--- src/rtl/inst_buffer_pkg.sv ---
// Shared pipeline types: instruction buffer entry layout and default sizing.
package pipeline_type;

  localparam int INST_BUFFER_DEPTH = 8;
  localparam int INST_BUFFER_EXC_W = 7;

  typedef struct packed {
    logic [31:0]                  pc;
    logic [31:0]                  inst;
    logic                         is_branch;
    logic                         is_exception;
    logic [INST_BUFFER_EXC_W-1:0] exception_cause;
  } inst_buffer_entry_t;

endpackage

--- src/rtl/inst_buffer_regfile.sv ---
// Entry storage for the instruction buffer: two write ports, two
// combinational read ports. No pointer logic lives here.
module inst_buffer_regfile #(
  parameter int DEPTH = 8,
  parameter int WIDTH = 73
) (
  input  logic                     clk,
  input  logic                     we_1,
  input  logic [$clog2(DEPTH)-1:0] waddr_1,
  input  logic [WIDTH-1:0]         wdata_1,
  input  logic                     we_2,
  input  logic [$clog2(DEPTH)-1:0] waddr_2,
  input  logic [WIDTH-1:0]         wdata_2,
  input  logic [$clog2(DEPTH)-1:0] raddr_1,
  output logic [WIDTH-1:0]         rdata_1,
  input  logic [$clog2(DEPTH)-1:0] raddr_2,
  output logic [WIDTH-1:0]         rdata_2
);

  logic [WIDTH-1:0] mem [DEPTH];

  // Write both ports; the controller never gives them the same address.
  always_ff @(posedge clk) begin
    if (we_1) mem[waddr_1] <= wdata_1;
    if (we_2) mem[waddr_2] <= wdata_2;
  end

  assign rdata_1 = mem[raddr_1];
  assign rdata_2 = mem[raddr_2];

endmodule

--- src/rtl/inst_buffer.sv ---
// Two-wide instruction queue between fetch and decode. Registered writes,
// combinational reads of the two oldest entries, stall from count only.
module inst_buffer
  import pipeline_type::*;
#(
  parameter int DEPTH = INST_BUFFER_DEPTH,
  parameter int EXC_W = INST_BUFFER_EXC_W
) (
  input  logic             clk,
  input  logic             rst_n,
  input  logic             branch_flush,
  input  logic             in_en_1,
  input  logic             in_en_2,
  input  logic [31:0]      in_pc_1,
  input  logic [31:0]      in_pc_2,
  input  logic [31:0]      in_inst_1,
  input  logic [31:0]      in_inst_2,
  input  logic             in_is_branch_1,
  input  logic             in_is_branch_2,
  input  logic             in_is_exception,
  input  logic [EXC_W-1:0] in_exception_cause,
  output logic             buffer_stall,
  output logic             out_valid_1,
  output logic             out_valid_2,
  output logic [31:0]      out_pc_1,
  output logic [31:0]      out_pc_2,
  output logic [31:0]      out_inst_1,
  output logic [31:0]      out_inst_2,
  output logic             out_is_branch_1,
  output logic             out_is_branch_2,
  output logic             out_is_exception_1,
  output logic             out_is_exception_2,
  output logic [EXC_W-1:0] out_exception_cause_1,
  output logic [EXC_W-1:0] out_exception_cause_2,
  input  logic             dec_accept_1,
  input  logic             dec_accept_2
);

  localparam int AW = $clog2(DEPTH);
  localparam int CW = AW + 1;

  typedef struct packed {
    logic [31:0]      pc;
    logic [31:0]      inst;
    logic             is_branch;
    logic             is_exception;
    logic [EXC_W-1:0] exception_cause;
  } entry_t;

  logic [AW-1:0] head_ptr;
  logic [AW-1:0] tail_ptr;
  logic [CW-1:0] count;
  logic          we_1;
  logic          we_2;
  logic [CW-1:0] pushes;
  logic [CW-1:0] pops;
  entry_t        slot_1;
  entry_t        slot_2;
  entry_t        wdata_1;
  entry_t        rd_1;
  entry_t        rd_2;

  // Fewer than two free entries: fetch must hold, regardless of decode.
  assign buffer_stall = (count > CW'(DEPTH - 2));
  assign out_valid_1  = (count != '0);
  assign out_valid_2  = (count > CW'(1));

  assign slot_1 = '{pc: in_pc_1, inst: in_inst_1, is_branch: in_is_branch_1,
                    is_exception: in_is_exception, exception_cause: in_exception_cause};
  assign slot_2 = '{pc: in_pc_2, inst: in_inst_2, is_branch: in_is_branch_2,
                    is_exception: in_is_exception, exception_cause: in_exception_cause};

  // Push/pop decode: slot 2 alone lands at tail; accept 2 needs accept 1.
  always_comb begin
    we_1    = 1'b0;
    we_2    = 1'b0;
    wdata_1 = slot_1;
    pushes  = '0;
    pops    = '0;
    if (!buffer_stall && !branch_flush) begin
      we_1    = in_en_1 | in_en_2;
      we_2    = in_en_1 & in_en_2;
      wdata_1 = in_en_1 ? slot_1 : slot_2;
      pushes  = CW'(we_1) + CW'(we_2);
    end
    pops = CW'(dec_accept_1 & out_valid_1) + CW'(dec_accept_1 & dec_accept_2 & out_valid_2);
  end

  inst_buffer_regfile #(
    .DEPTH (DEPTH),
    .WIDTH ($bits(entry_t))
  ) u_regfile (
    .clk     (clk),
    .we_1    (we_1 & rst_n),
    .waddr_1 (tail_ptr),
    .wdata_1 (wdata_1),
    .we_2    (we_2 & rst_n),
    .waddr_2 (tail_ptr + AW'(1)),
    .wdata_2 (slot_2),
    .raddr_1 (head_ptr),
    .rdata_1 (rd_1),
    .raddr_2 (head_ptr + AW'(1)),
    .rdata_2 (rd_2)
  );

  assign out_pc_1              = out_valid_1 ? rd_1.pc              : '0;
  assign out_inst_1            = out_valid_1 ? rd_1.inst            : '0;
  assign out_is_branch_1       = out_valid_1 ? rd_1.is_branch       : 1'b0;
  assign out_is_exception_1    = out_valid_1 ? rd_1.is_exception    : 1'b0;
  assign out_exception_cause_1 = out_valid_1 ? rd_1.exception_cause : '0;
  assign out_pc_2              = out_valid_2 ? rd_2.pc              : '0;
  assign out_inst_2            = out_valid_2 ? rd_2.inst            : '0;
  assign out_is_branch_2       = out_valid_2 ? rd_2.is_branch       : 1'b0;
  assign out_is_exception_2    = out_valid_2 ? rd_2.is_exception    : 1'b0;
  assign out_exception_cause_2 = out_valid_2 ? rd_2.exception_cause : '0;

  // Pointer and occupancy update; reset beats flush, flush beats push/pop.
  always_ff @(posedge clk) begin
    if (!rst_n || branch_flush) begin
      head_ptr <= '0;
      tail_ptr <= '0;
      count    <= '0;
    end else begin
      head_ptr <= head_ptr + AW'(pops);
      tail_ptr <= tail_ptr + AW'(pushes);
      count    <= count + pushes - pops;
    end
  end

endmodule

--- config.mk ---
export PLATFORM = sky130hd
export DESIGN_NAME = inst_buffer
export DESIGN_NICKNAME = d
export VERILOG_FILES = /design/src/rtl/inst_buffer_pkg.sv /design/src/rtl/inst_buffer_regfile.sv /design/src/rtl/inst_buffer.sv
export SDC_FILE = /design/constraint.sdc
export NUM_CORES = 1
export LEC_CHECK = 0
export CAP_MARGIN = 10
export CORE_MARGIN = 2
export CORE_UTILIZATION = 35
export DETAILED_ROUTE_END_ITERATION = 8
export GPL_TIMING_DRIVEN = 0
export PLACE_DENSITY_LB_ADDON = 0.15
export SLEW_MARGIN = 20
export SYNTH_ARGS = -nofsm -noshare
export SYNTH_HDL_FRONTEND = slang
export SYNTH_SLANG_ARGS = --single-unit
--- constraint.sdc ---
create_clock -name clk -period 8.45 [get_ports clk]
set_clock_uncertainty 0.05 [all_clocks]
set_input_delay 1.2675 -clock clk [delete_from_list [all_inputs] [get_ports clk]]
set_output_delay 1.2675 -clock clk [all_outputs]
set_load 0.005 [all_outputs]
==> results.md, run 1 <==
Layout:
- The number of nets in the layout is 2621.
- The library cells used most frequently in the layout, excluding fill and tap cells, are edfxtp_1, mux2_2, clkdlybuf4s50_1.
- Measured on the finished design, the core utilization comes to 0.434.
- The most frequent standard cell in the layout excluding fill and tap cells is edfxtp_1.
- The area growth from synthesis to layout is 23.3%.
- In the final layout, the share of cells above drive strength 1 is 0.412.
- After filler insertion, the fill cell instance count of the layout stands at 8605.

STA:
- The minimum clock period after layout is around 5.7 ns.
- The post-route clock period utilization is 0.676.
- The number of setup violations in the final report is 0.
- The max-slew violation count is 0.
- The upper clock frequency limit is 0.175 GHz.
- Setup repair after global routing left no endpoint under its margin.
- The number of endpoints with negative hold slack in the final report is 0.
- Measured against its own limit, the worst slew margin works out to 0.212.
- For the pin with the worst max-slew slack, the measured transition is 1.18 ns.

Clocking:
- The number of buffers inserted during clock tree synthesis is 73.
- The maximum level of the CTS H-tree is 3.
- The tree is rooted in a clkbuf_16.
- After clock tree synthesis, the flow added hold-fix buffers numbering 0.
- The total clock sinks is 594.
- The buffer depth of the longest clock path is 3.
- The number of setup buffers added after CTS is 0.
- The post-CTS clock slew at the launch and capture registers of the worst setup and hold paths is 0.05 ns.
- Clock latency on the worst-skew pair, taken at its later pin, is 0.62 ns.
- After clock tree synthesis, the repair step resized 0 gates.
- TritonCTS built the clock tree.

Global route:
- For this run, global-route usage on met1 was measured as 0.305.
- The total track usage is 0.234.
- Summed over all layers, the global routing overflow is 0.
- The met3 track demand over resource in global routing is 0.0520.
- Entering global routing, the biggest net connects 16 pins.
- In the global route stage, met2 resource usage came out at 0.388.
- The most utilized layer in the global route result is met2.
- The number of antenna violations at the first check in global routing came to 22.
- The first global-routing pass estimated 166 mm of wire.
- The number of global-route vias before repair was roughly 23000.

Yosys:
- The area of the mapped netlist is 33900 um^2.
- The top-area cell type share of the netlist area is 0.517.
- The main combinational cell family by area after synthesis is multiplexers.
- Ranked by total cell area, the synthesized netlist is headed by edfxtp_1, mux4_2, mux2_2, mux2_4, mux2i_1.
- Of the total synthesized cell area, the portion taken by AND, OR, NAND and NOR gates is 0.0298.
- The number of warnings issued by yosys is 0.
- The fraction of the mapped netlist area in compound gates is 0.0156.
- Each instance of the synthesized netlist takes up on average ~17 um^2.
- Of the total synthesized cell area, the portion taken by XOR and XNOR cells is 0.00207.
- The net count after synthesis is between 2000 and 2500.
- The library cell occupying the most area in the post-synthesis netlist is edfxtp_1.
- The register bit count reported by yosys is between 500 and 600.
- The number of distinct standard cells referenced by the synthesized netlist is 40.
- The share of cell area taken by muxes after synthesis is 0.394.
- The arithmetic-cell share of the synthesized area counting full adders, half adders and majority gates is 0.00753.
- The cell count after synthesis came out at about 2000.
- The share of the Yosys chip area taken by registers is 0.523.

Critical path:
- STA puts the critical path data arrival time at 4.39 ns.
- The number of cells on the worst reg-to-reg path is 13.
- The destination of the worst register-to-register timing path is count[3]$_SDFF_PP0_.
- In this run the worst path has a maximum fanout of 10.
- The worst setup path startpoint is head_ptr[0]$_SDFF_PP0_.
- The worst setup path is of the reg -> out kind.
- The required time of the critical path is 7.13 ns.
- The reg2reg setup slack is roughly 4.5 ns.
- The source of the worst register-to-register timing path is count[3]$_SDFF_PP0_.
- STA classifies the critical path endpoint as an output port.
- The kind of start point of the critical path is a flip-flop.

Detailed routing:
- The final antenna-violating net count is 0.
- The vias per cell is 5.73.
- The violation count after the first detailed-routing iteration is 2140.
- The final wirelength is 117 mm.
- After detailed routing, the number of remaining DRC violations is 0.
- The detailed-route wire length per cell is 30.7 um.
- The detailed-routing iteration count for the pre-antenna-repair pass is 5.
- The detailed-route via count is 21743.

Floorplan:
- The die covers roughly 100000 um^2.
- Row generation in the floorplan step produced between 100 and 150 rows.
- From left edge to right edge, the die measures 315 um.
- During I/O placement, the number of pins put on the boundary was 294.
- The total area inside the core boundary comes to 96300 um^2.
- The die is 315 um tall.
- The effective utilization at floorplan is 0.352.

Status:
- The run finished with clean final reports.

Hold path:
- The worst hold path begins at head_ptr[0]$_SDFF_PP0_.
- The worst min-delay path endpoint is head_ptr[0]$_SDFF_PP0_.
- The cell depth of the worst hold path is 2.
- The tightest min-delay check is of the reg -> reg type.

Power:
- For this design the ratio of total power to cell area is ~250 nW/um^2.
- The post-layout total power is 10.3 mW.
- In this run the static leakage power is 13.4 nW.
- The maximum resistive drop on vdd is 0.138 mV.

Flow run:
- Across the run, the number of max-cap violations was 0.

Placed design:
- Summed over all nets, the half-perimeter wirelength after detailed placement is 79.9 mm.
- The placer congestion estimate is 0.778.
- Port buffering added 293 buffers.
[state kept, by name, indices dropped and copies added, names as in the netlist]
register,cells
tail_ptr,3
head_ptr,3
count,4
u_regfile.mem,584
[critical path, stage by stage, from the launching register on]
cell and delay, ns:
dfxtp_1 0.36, clkbuf_1 0.27, buf_2 0.41, clkbuf_1 0.80, buf_2 0.54, mux4_2 0.29, mux2i_1 0.07, nor2_1 0.41
clkdlybuf4s50_1 0.60
[synth_stat cells, drive strengths merged]
master    n
nor3b     1
a2111o    1
a211o     2
a21oi    76
o21a      2
mux4    292
o31ai     1
nor4bb    1
nand3     1
o32ai     3
and2      8
xor2      2
buf     113
nand2b    1
or2       1
inv      12
a21o      2
fa        4
mux2    520
clkbuf   50
ha       14
edfxtp  584
dfxtp    10
nand4     2
and3      2
xnor2     6
nand2   152
or3       1
nor2b     2
nand3b    1
mux2i    73
o22ai     4
nor2     79
o21ai     6
[final cells by class]
type / instances / area, um^2 / share of cell area
Multi-Input combinational cell: 1260 / 15400 / 0.367
Timing Repair Buffer: 354 / 4060 / 0.0971
Tap cell: 1276 / 1600 / 0.0382
Clock buffer: 91 / 1890 / 0.0453
Antenna cell: 8 / 20.0 / 0.000479
Clock inverter: 34 / 193 / 0.00461
Sequential cell: 594 / 17700 / 0.424
Inverter: 12 / 45.0 / 0.00108
Buffer: 163 / 897 / 0.0215
[cells by family (layout without fill, tap and decap cells)]
kind of cell	count (synthesis)	after routing
and+or+nand+nor	252	252
adders and majority gates	18	18
other	0	8
buffers and inverters	175	654
xor gates and xnor gates	8	8
AOI/OAI and AO/OA	97	97
muxes	885	885
DFF	594	594
[metrics by stage]
step	hold slack, ns	std cells	setup TNS, ns	worst slack, ns	instance area, um^2
after floorplan	0.528	2029	0	0.451	33900
after global placement	0.559	3598	-3290.07	-8.02	38400
after detailed placement	0.577	3659	0	3.38	39700
after CTS	0.581	3784	0	2.72	41800
after global routing	0.615	3788	0	2.56	41800
final	0.577	3792	0	2.74	41800
[worst max path at each step]
stage | slack, ns | to | cells after the start
2_1_floorplan | 0.45 | u_regfile.mem[0][0]$_DFFE_PP_ | 4
3_3_place_gp | -8.02 | u_regfile.mem[0][52]$_DFFE_PP_ | 4
3_5_place_dp | 3.38 | out_is_branch_2 | 8
4_1_cts | 2.72 | out_is_branch_2 | 8
5_1_grt | 2.56 | out_is_branch_2 | 8
6_report | 2.74 | out_inst_1[2] | 8
[where the power goes]
part	switching, mW	internal, mW
Sequential	0.0386	3.36
Combinational	2.08	1.95
Clock	1.26	1.59
[per-layer routing]
layer,vias up,part of all wire
li1,9126,-
met1,11472,0.40
met2,885,0.48
met3,230,0.080
met4,30,0.031
met5,-,0.0016
(Power assumes the default switching activity.)
==> inputs of run 2 (changes only) <==
clock period = 5.2 ns   (was 8.45 ns; I/O delays follow)
==> results.md, run 2 (synthesized netlist as in run 1, its figures left out) <==
Power:
- The static leakage is 13.5 nW (was 13.4 nW).
- The maximum resistive drop on vdd is 0.227 mV (was 0.138 mV).
- The power density over cell area is 403 nW/um^2 (was 246 nW/um^2).
- The post-layout total power is 16.9 mW (was 10.3 mW).

Clocking:
- The total clock sinks was 594 (unchanged).
- The number of buffers added to fix hold violations after cts is 0 (unchanged).
- The source-to-sink clock delay at the later pin of the worst-skew pair came to 0.62 ns (about the same).
- The buffer depth of the longest clock path came to 3 (unchanged).
- The clock root buffer master is clkbuf_16 (unchanged).
- The maximum level of the CTS H-tree is 3 (unchanged).
- The TritonCTS clock tree is built (unchanged).
- The number of buffers inserted during clock tree synthesis is 73 (unchanged).
- The buffers inserted during post-CTS setup optimization is 0 (unchanged).
- The post-CTS clock slew at the launch and capture registers of the worst setup and hold paths came to 0.05 ns (about the same).

Floorplan:
- The row count is 114 (unchanged).
- The effective utilization at floorplan is 0.352 (unchanged).
- The die boundary height is 315 um (unchanged).
- The area enclosed by the die boundary is 99300 um^2 (unchanged).
- The core area came to 96300 um^2 (unchanged).
- The number of ports placed on the die boundary is 294 (unchanged).
- The x dimension of the die was 315 um (unchanged).

Placed design:
- The total cell area at the placement stage is 39800 um^2 (was 39700 um^2).
- The placed wire-length estimate is 80.4 mm (was 79.9 mm).
- The placer congestion estimate is 0.761 (was 0.778).
- The count of input and output buffers was 293 (unchanged).

Layout:
- Regs by FF count: u_regfile.mem (584), count (4) (unchanged).
- The number of nets in the layout came to 2625 (was 2621).
- The final instance area is 42000 um^2 (was 41800 um^2).
- The fill cell total of the finished layout came to 8580 (was 8605).
- The largest register by flop count is u_regfile.mem (unchanged).
- The number of flip-flops in the largest register is 584 (unchanged).
- The fraction of layout instances using a drive strength above 1 is 0.416 (was 0.412).
- Most frequent cells in the layout: edfxtp_1, mux2_2, clkdlybuf4s50_1 (unchanged).
- The most frequent standard cell in the layout excluding fill and tap cells is edfxtp_1 (unchanged).
- The area added between synthesis and finish came to 23.9% (was 23.3%).

Global route:
- The total track usage is 0.235 (was 0.234).
- The number of global-route vias before repair was 22889 (was 23273).
- The number of antenna violations at the first check in global routing was 19 (was 22).
- The largest net degree at the start of global routing is 15 (was 16).
- The remaining global-route overflow is 0 (unchanged).
- The wire length of the first global-routing pass was 165 mm (was 166 mm).

STA:
- The final worst hold slack came to 0.589 ns (was 0.577 ns).
- The post-route clock period utilization is 0.970.
- Unrepaired setup endpoints after global routing: no (unchanged).
- Based on the critical path, the design can be clocked at up to 0.198 GHz.
- The max-slew violation count is 0 (unchanged).
- The minimum clock period after layout is 5.04 ns.
- The worst-margin pin slew is 1.12 ns (was 1.18 ns).
- The relative slew slack was 0.252 (was 0.212).
- The number of setup violations in the final report is 0 (unchanged).
- The number of endpoints with negative hold slack in the final report is 0 (unchanged).

Critical path:
- The kind of end point of the critical path is an output port (unchanged).
- The source of the worst register-to-register timing path was count[3]$_SDFF_PP0_ (unchanged).
- The combined buffer and inverter count along the critical path is 5 (unchanged).
- The instance count on the critical path came to 8 (unchanged).
- The slowest cell on the critical path is clkbuf_1 (unchanged).
- The destination of the worst register-to-register timing path is count[3]$_SDFF_PP0_ (unchanged).
- The signal arrival time at the worst endpoint is 4.21 ns (was 4.39 ns).
- The peak per-stage delay on the critical path is 0.79 ns (was 0.80 ns).
- The count of cells along the worst register-to-register path is 13 (unchanged).
- The maximum fanout count along the critical path is 10 (unchanged).
- The required time of the critical path is 4.37 ns (was 7.13 ns).
- The kind of start point of the critical path is a flip-flop (unchanged).
- The category of cells accounting for the largest share of critical-path delay is buffers and inverters (unchanged).
- List of cells traversed by the critical path: clkbuf_1 > buf_2 > clkbuf_1 > buf_2 > mux4_2 > mux2i_1 > nor2_1 > clkdlybuf4s50_1 (unchanged).
- The path type of the worst setup path was reg -> out (unchanged).
- The reg2reg setup slack came to 1.61 ns (was 4.54 ns).

Detailed routing:
- The DRC violations left is 0 (unchanged).
- The final antenna-violating net count is 0 (unchanged).
- The detailed-route wire length per cell is 30.9 um (was 30.7 um).
- The violation count after the first detailed-routing iteration is 1952 (was 2140).
- The final wirelength came to 117 mm (about the same).
- The detailed-route via count is 21657 (was 21743).
- The vias per cell came to 5.70 (was 5.73).
- The detailed-routing iteration count for the pre-antenna-repair pass was 5 (unchanged).

Hold path:
- The type of the most critical hold path is reg -> reg (unchanged).
- The worst min-delay path endpoint is head_ptr[0]$_SDFF_PP0_ (unchanged).
- The cell depth of the worst hold path is 2 (unchanged).
- The hold path startpoint was head_ptr[0]$_SDFF_PP0_ (unchanged).

Status:
- Status: finished clean (unchanged).

Flow run:
- The max-capacitance violation count is 0 (unchanged).
[run 2: cell count changes in the layout (fill, tap and decap cells not counted), sizes merged]
cell	change
inv	-2
diode	-3
clkinv	+3
clkbuf	+2
buf	+4
bufinv	+2
[run 2: worst register-to-register path: stages (launching register included)]
cell and delay, ns:
dfxtp_1 0.35, inv_1 0.12, ha_1 0.20, nor3b_1 0.45
clkbuf_2 0.55, nor2b_1 0.12, ha_1 0.25, fa_1 0.49
inv_1 0.07, ha_1 0.28, a21o_1 0.18, a21oi_1 0.18
xnor2_1 0.15, nor2_1 0.05
[run 2: worst max-delay path by stage]
stage	start	to	slack, ns
finish	head_ptr[0]$_SDFF_PP0_	out_inst_1[2]	0.16
detailed placement	head_ptr[1]$_SDFF_PP0_	out_inst_2[2]	0.66
global route	head_ptr[0]$_SDFF_PP0_	out_inst_1[2]	0.06
global placement	branch_flush	u_regfile.mem[0][53]$_DFFE_PP_	-10.90
CTS	head_ptr[0]$_SDFF_PP0_	out_pc_1[1]	0.03
floorplan	in_en_1	u_regfile.mem[0][0]$_DFFE_PP_	-2.31
[run 2: cell type report]
cell class	count	area, um^2	share of cell area
diodes	5	12.5	0.000298
plain buffers	163	901	0.0215
clock buffers	93	1940	0.0463
clock inverters	37	263	0.00626
inverters	12	45.0	0.00107
multi-input cells	1260	15400	0.366
flip-flops and latches	594	17700	0.422
well taps	1276	1600	0.0380
repair buffers	358	4130	0.0984
[run 2: routing by layer]
metal  vias to the layer above  track usage  part of all wire
li1                       9139            -                 -
met1                     11476        0.306              0.41
met2                       839        0.397              0.50
met3                       181       0.0455             0.068
met4                        22       0.0672             0.025
met5                         -     0.000484            0.0011
[run 2: report_power, final]
group	leakage [nW]	internal, mW	switching [mW]	total [mW]
sequential	5.35	5.46	0.0622	5.52
combinational	7.05	3.17	3.42	6.58
clock	1.07	2.75	2.07	4.82
total	13.5	11.4	5.55	16.9
[run 2: through the flow]
step	util	setup TNS (ns)	worst slack, ns	std cells
after floorplan	-	-337.54	-2.31	2029
after global placement	0.399	-2932.53	-10.90	3598
after detailed placement	0.413	0	0.662	3663
after CTS	0.436	0	0.0349	3793
after global routing	0.436	0	0.0558	3797
final	0.436	0	0.156	3798
[run 2: timing repair]
item                       CTS  global route
gates cloned                 0             0
resized for setup            2             3
setup endpoints to repair    1             4
pin swaps                    0             0
==> inputs of run 3 (changes only) <==
SLEW_MARGIN = unset   (was 20)
==> results.md, run 3 (synthesized netlist as in run 1, its figures left out) <==
Placed design:
- The placed wire-length estimate is 79.2 mm (was 80.4 mm).
- The worst slack at placement is 0.659 ns (was 0.662 ns).
- The placer congestion estimate is 0.761 (unchanged).
- The placed cell count is 3648 (was 3663).
- The count of input and output buffers came to 293 (unchanged).

Layout:
- Regs by FF count: u_regfile.mem (584), count (4) (unchanged).
- The area added between synthesis and finish is 23.5% (was 23.9%).
- The number of nets in the layout is 2612 (was 2625).
- The final standard cell utilization of the core is 0.435 (was 0.436).
- Most frequent cells in the layout: edfxtp_1, mux2_2, clkdlybuf4s50_1 (unchanged).
- The most frequent standard cell in the layout excluding fill and tap cells is edfxtp_1 (unchanged).
- The number of flip-flops in the largest register is 584 (unchanged).
- The count of non-filler cells in the finished layout was 3785 (was 3798).
- The largest register by flop count is u_regfile.mem (unchanged).
- The fraction of layout instances using a drive strength above 1 came to 0.411 (was 0.416).

Critical path:
- The critical path endpoint was out_inst_1[2] (unchanged).
- The path type of the worst setup path was reg -> out (unchanged).
- The worst setup path startpoint is head_ptr[0]$_SDFF_PP0_ (unchanged).
- The destination of the worst register-to-register timing path is count[3]$_SDFF_PP0_ (unchanged).
- The maximum fanout count along the critical path was 10 (unchanged).
- The kind of end point of the critical path is an output port (unchanged).
- The slowest cell on the critical path is clkbuf_1 (unchanged).
- The reg2reg setup slack is 1.20 ns (was 1.61 ns).
- List of cells traversed by the critical path: clkbuf_1 > buf_2 > clkbuf_1 > buf_2 > mux4_2 > mux2i_1 > nor2_1 > clkdlybuf4s50_1 (unchanged).
- The count of cells along the worst register-to-register path is 13 (unchanged).
- The source of the worst register-to-register timing path is count[3]$_SDFF_PP0_ (unchanged).
- The signal arrival time at the worst endpoint is 4.18 ns (was 4.21 ns).
- The kind of start point of the critical path was a flip-flop (unchanged).
- The required time of the critical path was 4.37 ns (about the same).
- The peak per-stage delay on the critical path is 0.75 ns (was 0.79 ns).

Power:
- The post-layout total power is 16.9 mW (about the same).
- The clock network fraction of total power is 0.282 (was 0.285).
- The static leakage is 13.4 nW (was 13.5 nW).
- The maximum resistive drop on vdd is 0.255 mV (was 0.227 mV).
- The sequential share of power is 0.327 (was 0.326).
- The power density over cell area is 403 nW/um^2 (about the same).
- The total internal power was 11.3 mW (was 11.4 mW).
- The switching portion of total power was 0.328 (about the same).
- The net load switching power is 5.54 mW (was 5.55 mW).
- The proportion of power drawn by combinational gates is 0.391 (was 0.389).

Detailed routing:
- The violation count after the first detailed-routing iteration was 1853 (was 1952).
- The detailed-route wire length per cell is 31.0 um (was 30.9 um).
- The vias per cell is 5.68 (was 5.70).
- The detailed-route via count is 21509 (was 21657).
- The DRC violations left came to 0 (unchanged).
- The detailed-routing iteration count for the pre-antenna-repair pass is 5 (unchanged).
- The final wirelength is 117 mm (about the same).
- The final antenna-violating net count is 0 (unchanged).

Floorplan:
- The x dimension of the die came to 315 um (unchanged).
- The die boundary height is 315 um (unchanged).
- The effective utilization at floorplan is 0.352 (unchanged).
- The core area is 96300 um^2 (unchanged).
- The row count came to 114 (unchanged).
- The area enclosed by the die boundary was 99300 um^2 (unchanged).
- The number of ports placed on the die boundary is 294 (unchanged).

Clocking:
- The maximum level of the CTS H-tree was 3 (unchanged).
- The clock root buffer master is clkbuf_16 (unchanged).
- The TritonCTS clock tree is built (unchanged).
- The post-CTS clock slew at the launch and capture registers of the worst setup and hold paths was 0.05 ns (about the same).
- The buffer depth of the longest clock path is 3 (unchanged).
- The total clock sinks came to 594 (unchanged).
- The source-to-sink clock delay at the later pin of the worst-skew pair came to 0.61 ns (was 0.62 ns).
- The number of buffers inserted during clock tree synthesis is 74 (was 73).
- The buffers inserted during post-CTS setup optimization is 0 (unchanged).

Global route:
- The largest net degree at the start of global routing came to 19 (was 15).
- The total track usage is 0.235 (about the same).
- The wire length of the first global-routing pass came to 165 mm (about the same).
- The number of global-route vias before repair is 22751 (was 22889).
- The remaining global-route overflow was 0 (unchanged).
- The number of antenna violations at the first check in global routing is 17 (was 19).

STA:
- The number of setup violations in the final report was 0 (unchanged).
- The minimum clock period after layout was 5.01 ns (was 5.04 ns).
- The upper clock frequency limit is 0.200 GHz (was 0.198 GHz).
- The max-slew violation count was 0 (unchanged).
- Unrepaired setup endpoints after global routing: no (unchanged).
- The setup slack of the critical path after layout is 0.195 ns (was 0.156 ns).
- The final worst hold slack is 0.587 ns (was 0.589 ns).
- The relative slew slack was 0.187 (was 0.252).
- The number of endpoints with negative hold slack in the final report is 0 (unchanged).
- The post-route clock period utilization is 0.963 (was 0.970).
- The worst-margin pin slew is 1.22 ns (was 1.12 ns).

Flow run:
- The max-capacitance violation count came to 0 (unchanged).

Hold path:
- The cell depth of the worst hold path is 2 (unchanged).
- The type of the most critical hold path is reg -> reg (unchanged).

Status:
- Status: finished clean (unchanged).
-- run 3: cell types whose count changed in the layout (fill, tap and decap cells not counted), sizes merged --
cell	change
clkinvlp	+1
buf	-14
bufinv	-2
inv	-1
diode	+3
clkbuf	+8
clkinv	-8
-- run 3: worst max-delay path: cells and delay by family (launching register included) --
family / cells / cell delay, ns
buffers and inverters: 5 / 2.47
multiplexers: 2 / 0.32
AND/OR/NAND/NOR: 1 / 0.40
flip-flops: 1 / 0.36
-- run 3: power by group through the flow --
stage                     registers [mW]  logic [mW]  clock network [mW]
after floorplan                     5.61        3.32                   0
after global placement              5.65        6.58                   0
after detailed placement            5.62        6.67                   0
after CTS                           5.52        6.71                4.85
after global routing                5.53        7.00                5.02
final                               5.52        6.60                4.76
-- run 3: repair_timing --
action,CTS,global route
hold buffers,0,0
setup endpoints to repair,2,5
endpoints found under the hold margin,0,0
resized for setup,1,6
-- run 3: cell type report --
class	count	area [um^2]
Sequential cell	594	17700
Timing Repair Buffer	344	4030
Tap cell	1276	1600
Clock buffer	101	2020
Antenna cell	8	20.0
Buffer	163	898
Fill cell	8615	54400
Clock inverter	27	171
Inverter	12	45.0
Multi-Input combinational cell	1260	15400
-- run 3: worst min-delay path by stage --
stage | start | to | slack, ns
global placement | head_ptr[0]$_SDFF_PP0_ | head_ptr[0]$_SDFF_PP0_ | 0.56
floorplan | head_ptr[0]$_SDFF_PP0_ | head_ptr[0]$_SDFF_PP0_ | 0.53
finish | head_ptr[0]$_SDFF_PP0_ | head_ptr[0]$_SDFF_PP0_ | 0.59
global route | head_ptr[0]$_SDFF_PP0_ | head_ptr[0]$_SDFF_PP0_ | 0.63
CTS | head_ptr[0]$_SDFF_PP0_ | head_ptr[0]$_SDFF_PP0_ | 0.60
detailed placement | head_ptr[0]$_SDFF_PP0_ | head_ptr[0]$_SDFF_PP0_ | 0.59
-- run 3: per-layer routing --
| layer | GRT usage | routed length [um] |
|---|---|---|
| met2 | 0.396 | 58100 |
| met3 | 0.0475 | 7780 |
| met5 | 0 | 111 |
| met1 | 0.307 | 48200 |
| met4 | 0.0647 | 3060 |
-- run 3: metrics by stage --
step	cell area, um^2	setup TNS (ns)
floorplan	33900	-337.54
global placement	38500	-2932.53
detailed placement	39600	0
CTS	41800	0
global route	41900	0
finish	41900	0
